`src/rtl/match_event_logger_pkg.sv`:
```
// Shared defaults, timestamp type and saturating-increment helper for the
// match event logger.
package match_event_logger_pkg;

  localparam int unsigned TS_W_DEF  = 16;
  localparam int unsigned DEPTH_DEF = 4;
  localparam int unsigned CNT_W_DEF = 8;

  typedef logic [TS_W_DEF-1:0] ts_t;

  // Increments v unless it already equals the all-ones value of a w-bit field.
  function automatic logic [31:0] sat_inc(input logic [31:0] v, input int unsigned w);
    logic [31:0] max_v;
    max_v = 32'hFFFF_FFFF >> (32 - w);
    return (v == max_v) ? v : v + 32'd1;
  endfunction

endpackage

```
`src/rtl/match_event_logger_sync_fifo.sv`:
```
// Synchronous FIFO with registered head data and registered full/empty flags.
// No fall-through: a push into an empty FIFO is visible one cycle later.
module sync_fifo #(
  parameter  int unsigned WIDTH = 16,
  parameter  int unsigned DEPTH = 4,
  localparam int unsigned AW    = $clog2(DEPTH)
) (
  input  logic             clk,
  input  logic             rst,
  input  logic             clr,
  input  logic             push,
  input  logic             pop,
  input  logic [WIDTH-1:0] wr_data,
  output logic [WIDTH-1:0] rd_data,
  output logic             full,
  output logic             empty,
  output logic [AW:0]      level
);

  localparam logic [AW:0] FULL_LVL = (AW+1)'(DEPTH);
  localparam logic [AW:0] ONE_LVL  = (AW+1)'(1);

  logic [WIDTH-1:0] mem [DEPTH];
  logic [AW-1:0]    wr_ptr;
  logic [AW-1:0]    rd_ptr;
  logic [AW-1:0]    rd_ptr_inc;
  logic [AW:0]      count;
  logic [AW:0]      count_nxt;
  logic             do_push;
  logic             do_pop;

  assign level      = count;
  assign rd_ptr_inc = rd_ptr + AW'(1);

  always_comb begin
    do_pop    = pop & ~empty;
    do_push   = push & (~full | do_pop);
    count_nxt = count;
    if (do_push && !do_pop) begin
      count_nxt = count + ONE_LVL;
    end else if (do_pop && !do_push) begin
      count_nxt = count - ONE_LVL;
    end
  end

  always_ff @(posedge clk) begin
    if (do_push) begin
      mem[wr_ptr] <= wr_data;
    end
  end

  always_ff @(posedge clk or negedge rst) begin
    if (!rst) begin
      wr_ptr <= '0;
      rd_ptr <= '0;
      count  <= '0;
      full   <= 1'b0;
      empty  <= 1'b1;
    end else if (clr) begin
      wr_ptr <= '0;
      rd_ptr <= '0;
      count  <= '0;
      full   <= 1'b0;
      empty  <= 1'b1;
    end else begin
      if (do_push) begin
        wr_ptr <= wr_ptr + AW'(1);
      end
      if (do_pop) begin
        rd_ptr <= rd_ptr_inc;
      end
      count <= count_nxt;
      full  <= (count_nxt == FULL_LVL);
      empty <= (count_nxt == '0);
    end
  end

  // The head register must track the entry rd_ptr will point at after this
  // edge; when that slot is being written in the same cycle, bypass wr_data.
  always_ff @(posedge clk or negedge rst) begin
    if (!rst) begin
      rd_data <= '0;
    end else if (clr) begin
      rd_data <= '0;
    end else if (do_pop) begin
      if (do_push && count == ONE_LVL) begin
        rd_data <= wr_data;
      end else begin
        rd_data <= mem[rd_ptr_inc];
      end
    end else if (do_push && empty) begin
      rd_data <= wr_data;
    end
  end

endmodule

```
`src/rtl/match_event_logger.sv`:
```
// Timestamps match pulses into a small FIFO drained by valid/ready, with
// saturating match/drop counters and a sticky overflow flag.
module match_event_logger
  import match_event_logger_pkg::*;
#(
  parameter int unsigned TS_W  = TS_W_DEF,
  parameter int unsigned DEPTH = DEPTH_DEF,
  parameter int unsigned CNT_W = CNT_W_DEF
) (
  input  logic                   clk,
  input  logic                   rst,
  input  logic                   clr,
  input  logic                   match_in,
  output logic                   evt_valid,
  input  logic                   evt_ready,
  output logic [TS_W-1:0]        evt_ts,
  output logic [$clog2(DEPTH):0] level,
  output logic [CNT_W-1:0]       match_count,
  output logic [CNT_W-1:0]       drop_count,
  output logic                   overflow
);

  logic [TS_W-1:0]  ts;
  logic             fifo_full;
  logic             fifo_empty;
  logic             push;
  logic             pop;
  logic             drop;
  logic [CNT_W-1:0] mc_inc;
  logic [CNT_W-1:0] dc_inc;

  // clr wins over both the incoming event and the pop of the same cycle.
  assign push      = match_in & ~clr;
  assign pop       = evt_ready & ~fifo_empty & ~clr;
  assign drop      = push & fifo_full & ~pop;
  assign evt_valid = ~fifo_empty;

  always_comb begin
    mc_inc = CNT_W'(sat_inc(32'(match_count), CNT_W));
    dc_inc = CNT_W'(sat_inc(32'(drop_count), CNT_W));
  end

  always_ff @(posedge clk or negedge rst) begin
    if (!rst) begin
      ts <= '0;
    end else if (clr) begin
      ts <= '0;
    end else begin
      ts <= ts + TS_W'(1);
    end
  end

  always_ff @(posedge clk or negedge rst) begin
    if (!rst) begin
      match_count <= '0;
      drop_count  <= '0;
      overflow    <= 1'b0;
    end else if (clr) begin
      match_count <= '0;
      drop_count  <= '0;
      overflow    <= 1'b0;
    end else begin
      if (push) begin
        match_count <= mc_inc;
      end
      if (drop) begin
        drop_count <= dc_inc;
        overflow   <= 1'b1;
      end
    end
  end

  sync_fifo #(
    .WIDTH (TS_W),
    .DEPTH (DEPTH)
  ) u_fifo (
    .clk     (clk),
    .rst     (rst),
    .clr     (clr),
    .push    (push),
    .pop     (pop),
    .wr_data (ts),
    .rd_data (evt_ts),
    .full    (fifo_full),
    .empty   (fifo_empty),
    .level   (level)
  );

endmodule

```
`config.mk`:
```
export PLATFORM = sky130hd
export DESIGN_NAME = match_event_logger
export DESIGN_NICKNAME = d
export VERILOG_FILES = /design/src/rtl/match_event_logger_pkg.sv /design/src/rtl/match_event_logger_sync_fifo.sv /design/src/rtl/match_event_logger.sv
export SDC_FILE = /design/constraint.sdc
export NUM_CORES = 1
export LEC_CHECK = 0
export CORE_ASPECT_RATIO = 0.75
export CORE_MARGIN = 4
export CORE_UTILIZATION = 50
export DETAILED_ROUTE_END_ITERATION = 12
export PLACE_DENSITY = 0.74
export SLEW_MARGIN = 20
export SYNTH_ARGS = -nofsm -noshare
export SYNTH_HDL_FRONTEND = slang
export SYNTH_HIERARCHICAL = 1
export SYNTH_SLANG_ARGS = --single-unit
```
`constraint.sdc`:
```
create_clock -name clk -period 2.1 [get_ports clk]
set_input_delay 0.315 -clock clk [delete_from_list [all_inputs] [get_ports clk]]
set_output_delay 0.315 -clock clk [all_outputs]
set_load 0.005 [all_outputs]
```
==> impl_results.md <==
- Gr usage total: between 10% and 20%
- Bufs on Longest Clock Path: 2
- Clock input transition at the sequential cells of the worst setup and hold paths: ~0.05 ns
- Crit path kind: reg2out
- Area of combinational cells with multiple inputs: roughly 1900 um^2
- Post-CTS Setup Repair Bufs: 0
- Status: finished clean
- Antenna diode instance count: 0
- Die height: slightly below 100 um
- Number of port buffers: 41
- Global route total overflow: 0
- Area overhead of the layout relative to synthesis: 24.51%
- Area taken by flip-flops and latches: approximately 3400 um^2
- Clock tree from TritonCTS: done
- Summed instance area of the synthesized netlist: roughly 5400 um^2
- Req. time, crit path: 1.78 ns
- Kind of start point of the critical path: flop
- Initial antenna violation count: 0
- Mean post-synth cell area: about 14 um^2
- Worst slack, placed: -0.07218 ns
- Global-route wire length before repair: around 17000 um
- Synthesized netlist net count: between 400 and 500
- Maximum clock frequency: between 0.5 and 0.6 GHz
- Placed wire-length estimate: between 6000 and 7000 um
- Cts repair resizes: 0
- Floorplan core area: 10410 um^2
- Cell Chain, Critical Path: buf_4 > inv_1 > clkdlybuf4s50_1
- Register bit total from synthesis: 122
- Total wire length after detailed routing: ~11000 um
- Filler instances: 751
- Count of endpoints failing hold in the final timing report: 0
- Design Power: just under 0.006 W
- Post-Synthesis Cells: ~390
- Final design instance area without fill: ~6700 um^2
- Yosys warning count: 6
- Count of clock tree sinks: ~120
- Arrival time at the worst endpoint: roughly 1.6 ns
- Power density of the placed cells: 869.1 nW/um^2
- Maximum capacitance violations: 0
- Critical-path top delay cell: sky130_fd_sc_hd__dfstp_2
- Post-route setup slack: between 0.15 and 0.2 ns
- H-tree lvl count: 4
- Number of flops mapped to enable cells by yosys: 64
- Final setup fails: 0
- Floorplan die width: 128.1 um
- Critical path's largest stage delay: 0.54 ns
- Cell variety after synth: 59
- Insertion delay to the later sink of the worst-skew pair: between 0.4 and 0.5 ns
- Pin slew with the least headroom to its limit: between 0.4 and 0.5 ns
- Number of instances in the placed design: about 580
- Final weighted congestion of routability-driven global placement: about 0.85
- Main flop type after synthesis: sky130_fd_sc_hd__edfxtp_1
- Share of cells above drive strength 1: roughly 20%
- Max rail drop VDD: 0.0004937 V
- Antenna-violating nets left: 0
- Slew headroom: slightly below 70%
- Total cell area at the placement stage: between 6000 and 7000 um^2
- Core occupancy in the finished layout: 64.66%
- Share of synthesized flip-flops with an asynchronous set or reset: between 40% and 50%
- Final period utilization: slightly above 90%
- Vias in the first global route: approximately 3400
- Setup crit end kind: output port
- Inserted Clock Buffers: 17
- Finished Layout Cells: approximately 610
- Leakage power of the design: roughly 2.7 nW
- Max-slew violation count: 0
- Nets: 474
- Setup repair after global routing missed its margin: false
- Ports: between 40 and 50
- Routed length per instance: about 17 um
- Initial Utilization: between 50 and 60%
- Crit path time final: about 1.9 ns
- Via count normalized by instance count: 5.531
- Root Driver: sky130_fd_sc_hd__clkbuf_16
- Clock Skew: 0.01338 ns
- Worst Path Max Fanout: 6
- Type of the worst min-delay path: in2async
- Die area: roughly 13000 um^2
- Pin count of the biggest net entering global routing: 31
- 1st-iter DRT viols: between 150 and 200
- Row count: 32
- DRC: 0
- Sequential share of the synthesized area: a little over three fifths
- Number of detailed-routing iterations run before antenna repair: 5
- Routed via count: between 3000 and 4000
-- worst max-delay path: cells and delay by family (launching register included) --
family,cells,cell delay (ns)
flops,1,0.54
buf+inv,3,0.64
-- final timing paths --
path	start	end	slack (ns)	cells past startpoint
min in group clk	u_fifo/rd_data[10]	u_fifo/rd_data[10]	0.48	2
max reg2reg	ts[2]	ts[13]	0.31	4
min	rst	u_fifo/wr_ptr[0]	0.38	2
max in group asynchronous	rst	ts[11]	1.00	3
max	u_fifo/empty	evt_valid	0.19	3
min reg2reg	u_fifo/rd_data[10]	u_fifo/rd_data[10]	0.48	2
-- synthesized netlist by cell type, types with 5 or more instances --
library cell | number | area (um^2)
sky130_fd_sc_hd__nand3_1 | 7 | 35.03
sky130_fd_sc_hd__nor2b_1 | 5 | 31.28
sky130_fd_sc_hd__nand4_1 | 7 | 43.79
sky130_fd_sc_hd__nor3_1 | 7 | 35.03
sky130_fd_sc_hd__inv_1 | 12 | 45.04
sky130_fd_sc_hd__xor2_1 | 11 | 96.34
sky130_fd_sc_hd__xnor2_1 | 7 | 61.31
sky130_fd_sc_hd__dfrtp_1 | 57 | 1426
sky130_fd_sc_hd__ha_1 | 10 | 125.1
sky130_fd_sc_hd__and2_1 | 7 | 43.79
sky130_fd_sc_hd__edfxtp_1 | 64 | 1922
sky130_fd_sc_hd__o21ai_2 | 10 | 87.58
sky130_fd_sc_hd__o21ai_0 | 15 | 75.07
sky130_fd_sc_hd__nand2_1 | 31 | 116.4
sky130_fd_sc_hd__mux4_2 | 16 | 360.4
sky130_fd_sc_hd__a21oi_1 | 6 | 30.03
sky130_fd_sc_hd__nor2_1 | 34 | 127.6
sky130_fd_sc_hd__mux2i_1 | 20 | 200.2
-- per-layer routing --
metal  global-route usage [%]  wire (um)
met5                        0          0
met4                    6.117        109
met3                    5.194        521
met2                    25.22       4690
met1                    27.02       5190
-- sequential cells by signal, summed over array words and instances (netlist names) --
name,count
drop_count,8
match_count,8
overflow,1
ts,16
u_fifo/empty,1
u_fifo/full,1
u_fifo/level,3
u_fifo/mem,64
u_fifo/rd_data,16
u_fifo/rd_ptr,2
u_fifo/wr_ptr,2
-- cell type report --
| class | count | share of cell area (%) |
|---|---|---|
| flip-flops and latches | 122 | 50.13 |
| multi-input cells | 243 | 28.35 |
| repair buffers | 63 | 9.814 |
| clock buffers | 25 | 7.528 |
| well taps | 136 | 2.528 |
| clock inverters | 7 | 0.9851 |
| inverters | 12 | 0.6691 |
-- power by group --
group / switching (W) / total, W / leakage, nW / internal (W)
Combinational: 0.000231 / 0.000444 / 0.976 / 0.000212
Sequential: 0.0000622 / 0.00265 / 1.40 / 0.00259
Clock: 0.000973 / 0.00276 / 0.282 / 0.00178
Total: 0.00127 / 0.00585 / 2.65 / 0.00458
-- placed cells by master, fill, tap and decap left out, types with 3 or more instances in the layout --
cell type	count
sky130_fd_sc_hd__nand4_1	7
sky130_fd_sc_hd__clkinv_2	4
sky130_fd_sc_hd__inv_1	12
sky130_fd_sc_hd__and2_1	3
sky130_fd_sc_hd__nor2_1	34
sky130_fd_sc_hd__nor3_1	7
sky130_fd_sc_hd__nand2_1	31
sky130_fd_sc_hd__nor4_1	3
sky130_fd_sc_hd__nor2b_1	5
sky130_fd_sc_hd__clkbuf_8	3
sky130_fd_sc_hd__xnor2_1	7
sky130_fd_sc_hd__mux2i_1	20
sky130_fd_sc_hd__o21ai_2	10
sky130_fd_sc_hd__and2_2	4
sky130_fd_sc_hd__ha_1	10
sky130_fd_sc_hd__o21ai_0	15
sky130_fd_sc_hd__and4_1	4
sky130_fd_sc_hd__dfrtp_1	57
sky130_fd_sc_hd__buf_12	7
sky130_fd_sc_hd__a21oi_1	6
sky130_fd_sc_hd__nand3_1	7
sky130_fd_sc_hd__xor2_1	11
sky130_fd_sc_hd__clkbuf_1	4
sky130_fd_sc_hd__clkbuf_16	18
sky130_fd_sc_hd__clkdlybuf4s50_1	40
sky130_fd_sc_hd__nand2b_1	3
sky130_fd_sc_hd__edfxtp_1	64
sky130_fd_sc_hd__buf_4	14
sky130_fd_sc_hd__mux4_2	16
-- cell families after synthesis --
kind of cell / after synthesis / share of synthesized area (%)
XOR/XNOR: 18 / 2.916
flip-flops: 122 / 62.42
adder cells (fa/ha/maj): 10 / 2.314
multiplexers: 38 / 10.85
buffers and inverters: 24 / 2.384
AND/OR/NAND/NOR: 129 / 12.87
AO/OA/AOI/OAI: 48 / 6.249
-- per-stage QoR --
stage                     TNS (ns)  hold WS (ns)
after floorplan                  0       0.01941
after global placement    -0.05895        0.2848
after detailed placement   -0.4452        0.2869
after CTS                        0        0.3954
after global routing             0        0.4092
final                            0        0.3801
-- timing repair --
action | 4_1_cts | 5_1_grt
hold buffers | 1 | 0
endpoints found under the hold margin | 15 | 0
endpoints found under the setup margin | 0 | 0
Power figures use the tool's default switching activity.
==> RTL change, RTL diff (config.mk and constraints unchanged) <==
Change the package constant `TS_W_DEF` from 16 to 14.
--- a/src/rtl/match_event_logger_pkg.sv
+++ b/src/rtl/match_event_logger_pkg.sv
@@ -4,3 +4,3 @@
 
-  localparam int unsigned TS_W_DEF  = 16;
+  localparam int unsigned TS_W_DEF  = 14;
   localparam int unsigned DEPTH_DEF = 4;
Ports: changed (resized evt_ts); port bits go from 42 to 40. No check against the original RTL was run, so the function may have changed too.
==> RTL change against the unedited design <==
Utilization decreased by 1.1 points; final cell count down 8.9%; non-clock buffer count rose by 2; design area down 12%; power shrank 22%; wire length down 9.2%; area after synthesis is 9.4% lower; setup slack worse by 23 ps; sequential cell count fell by 12; clock power decreased by 38%; critical path depth up 5; maximum frequency shrank 1.2%; register-to-register slack got worse by 110 ps; first-iteration DRC count increased by 7.6%; critical path type is now in -> reg; highest routed layer unchanged.
==> RTL change: results (changes against the unedited design) <==
status:
  status: "finished clean"
detailed_routing:
  drt-wirelength-per-cell_um: 17.2  # -0.38%
  wl_met3_um: 589  # +13%
  drt-met1-wl_um: 4580  # -12%
  drt-initial-drc-count: 169  # +7.6%
  wl_met2_um: 4310  # -8.2%
  vias_per_cell: 5.38  # -2.7%
  dr.pass1.iters: 4  # -1
layout:
  nets: 436  # -8.0%
  post-route-util_pct: 63.5  # -1.1 points
  fillers: 727  # -3.2%
  reg_top3: "u_fifo/mem: 56 flops, ts: 14 flops, u_fifo/rd_data: 14 flops"
synth:
  synth.cells.most_frequent: "edfxtp_1 (56), dfrtp_1 (53), nor2_1 (28), nand2_1 (26), mux2i_1 (19)"
  synthCells: 356  # -8.5%
  synthXorXnorAreaFrac_pct: 3.22  # +0.30 points
  synthAdderAreaFrac_pct: 2.55  # +0.24 points
  synth_nets: 371  # -8.2%
  synth-edff-count: 56  # -13%
  synth.area.top_cells: "edfxtp_1 (34%), dfrtp_1 (27%), mux4_2 (6.4%), mux2i_1 (3.9%), ha_1 (2.6%)"
  synth.area.mux_share_pct: 10.6  # -0.23 points
  yosysUniqueCellTypes: 57  # -3.4%
  yosysSeqAreaShare_pct: 62.0  # -0.46 points
  synth_compound_area_share_pct: 6.21  # -0.040 points
  async_flop_share_pct: 49.1  # +1.5 points
placement:
  post-place-ws_ps: -193  # -121 ps
  port_buffers: 39  # -4.9%
  placed_cells: 537  # -6.6%
  place_area_mm2: 0.00560  # -8.9%
  place_congestion: 0.851  # about the same
  dp_hpwl_um: 6860  # -1.3%
grt:
  grt_pass1_wl_um: 15800  # -8.4%
  grt_usage_pct: 18.3  # +0.31 points
  grt_use_met1_pct: 27.2  # +0.22 points
  use_met3_pct: 5.72  # +0.53 points
  grt_pass1_vias: 2951  # -13%
  grt_start_max_net_pins: 29  # -6.5%
critical_path:
  cpPeakStageDelay_ps: 440  # -100 ps
  path_max_fanout: 14  # +8
  r2r-start: "u_fifo/empty"
  timing.rr.end: "u_fifo/mem[0][3]"
  reg2reg_depth: 7  # +3
  crit_family: "buffers and inverters"
  crit_slowest_cell: "clkdlybuf4s50_1"
  reg2reg_slack_ps: 200  # -110 ps
clock_network:
  clk_latency_ps: 350  # -60 ps
  numCtsBuffers: 9  # -8
  clk_pin_slew_ps: 70  # +20 ps
  cts_max_level: 3  # -1
timing:
  whs_ps: 427  # +47.1 ps
  tightest_slew_ps: 647  # +177 ps
  finalClockSkew_ps: 5.18  # -8.20 ps
power_and_ir_drop:
  p_leak_nw: 2.32  # -12%
  sw_frac_of_total_pct: 23.2  # +1.6 points
  pg_seq_mw: 2.39  # -9.8%
  pwr-share-clk_pct: 37.8  # -9.3 points
  max-vdd-ir-drop_mv: 0.411  # -17%
## RTL change: cell count changes in the layout (fill, tap and decap cells not counted), sizes merged, moves of 5 or more
cell    before  now
clkbuf      25    9
edfxtp      64   56
inv         12   17
nor2        34   28
xnor2        7   12
xor2        11    6
## RTL change: worst max-delay path by stage
stage / from / to / slack, ps / cells after the start
after floorplan: u_fifo/empty / u_fifo/mem[0][0] / 30 / 5
after global placement: evt_ready / u_fifo/mem[1][3] / -200 / 8
after detailed placement: evt_ready / u_fifo/mem[1][4] / -190 / 8
after CTS: evt_ready / u_fifo/mem[3][1] / 170 / 8
after global routing: evt_ready / u_fifo/mem[3][3] / 70 / 8
final: evt_ready / u_fifo/mem[0][3] / 170 / 8
## RTL change: cell type report
class                      instances  share of cell area [%]
clock inverter                     7                    1.33
multi-input combinational        221                    29.1
tap                              128                    2.71
sequential                       110                    51.3
inverter                          14                   0.888
timing repair buffer              65                    10.9
clock buffer                       9                    3.81
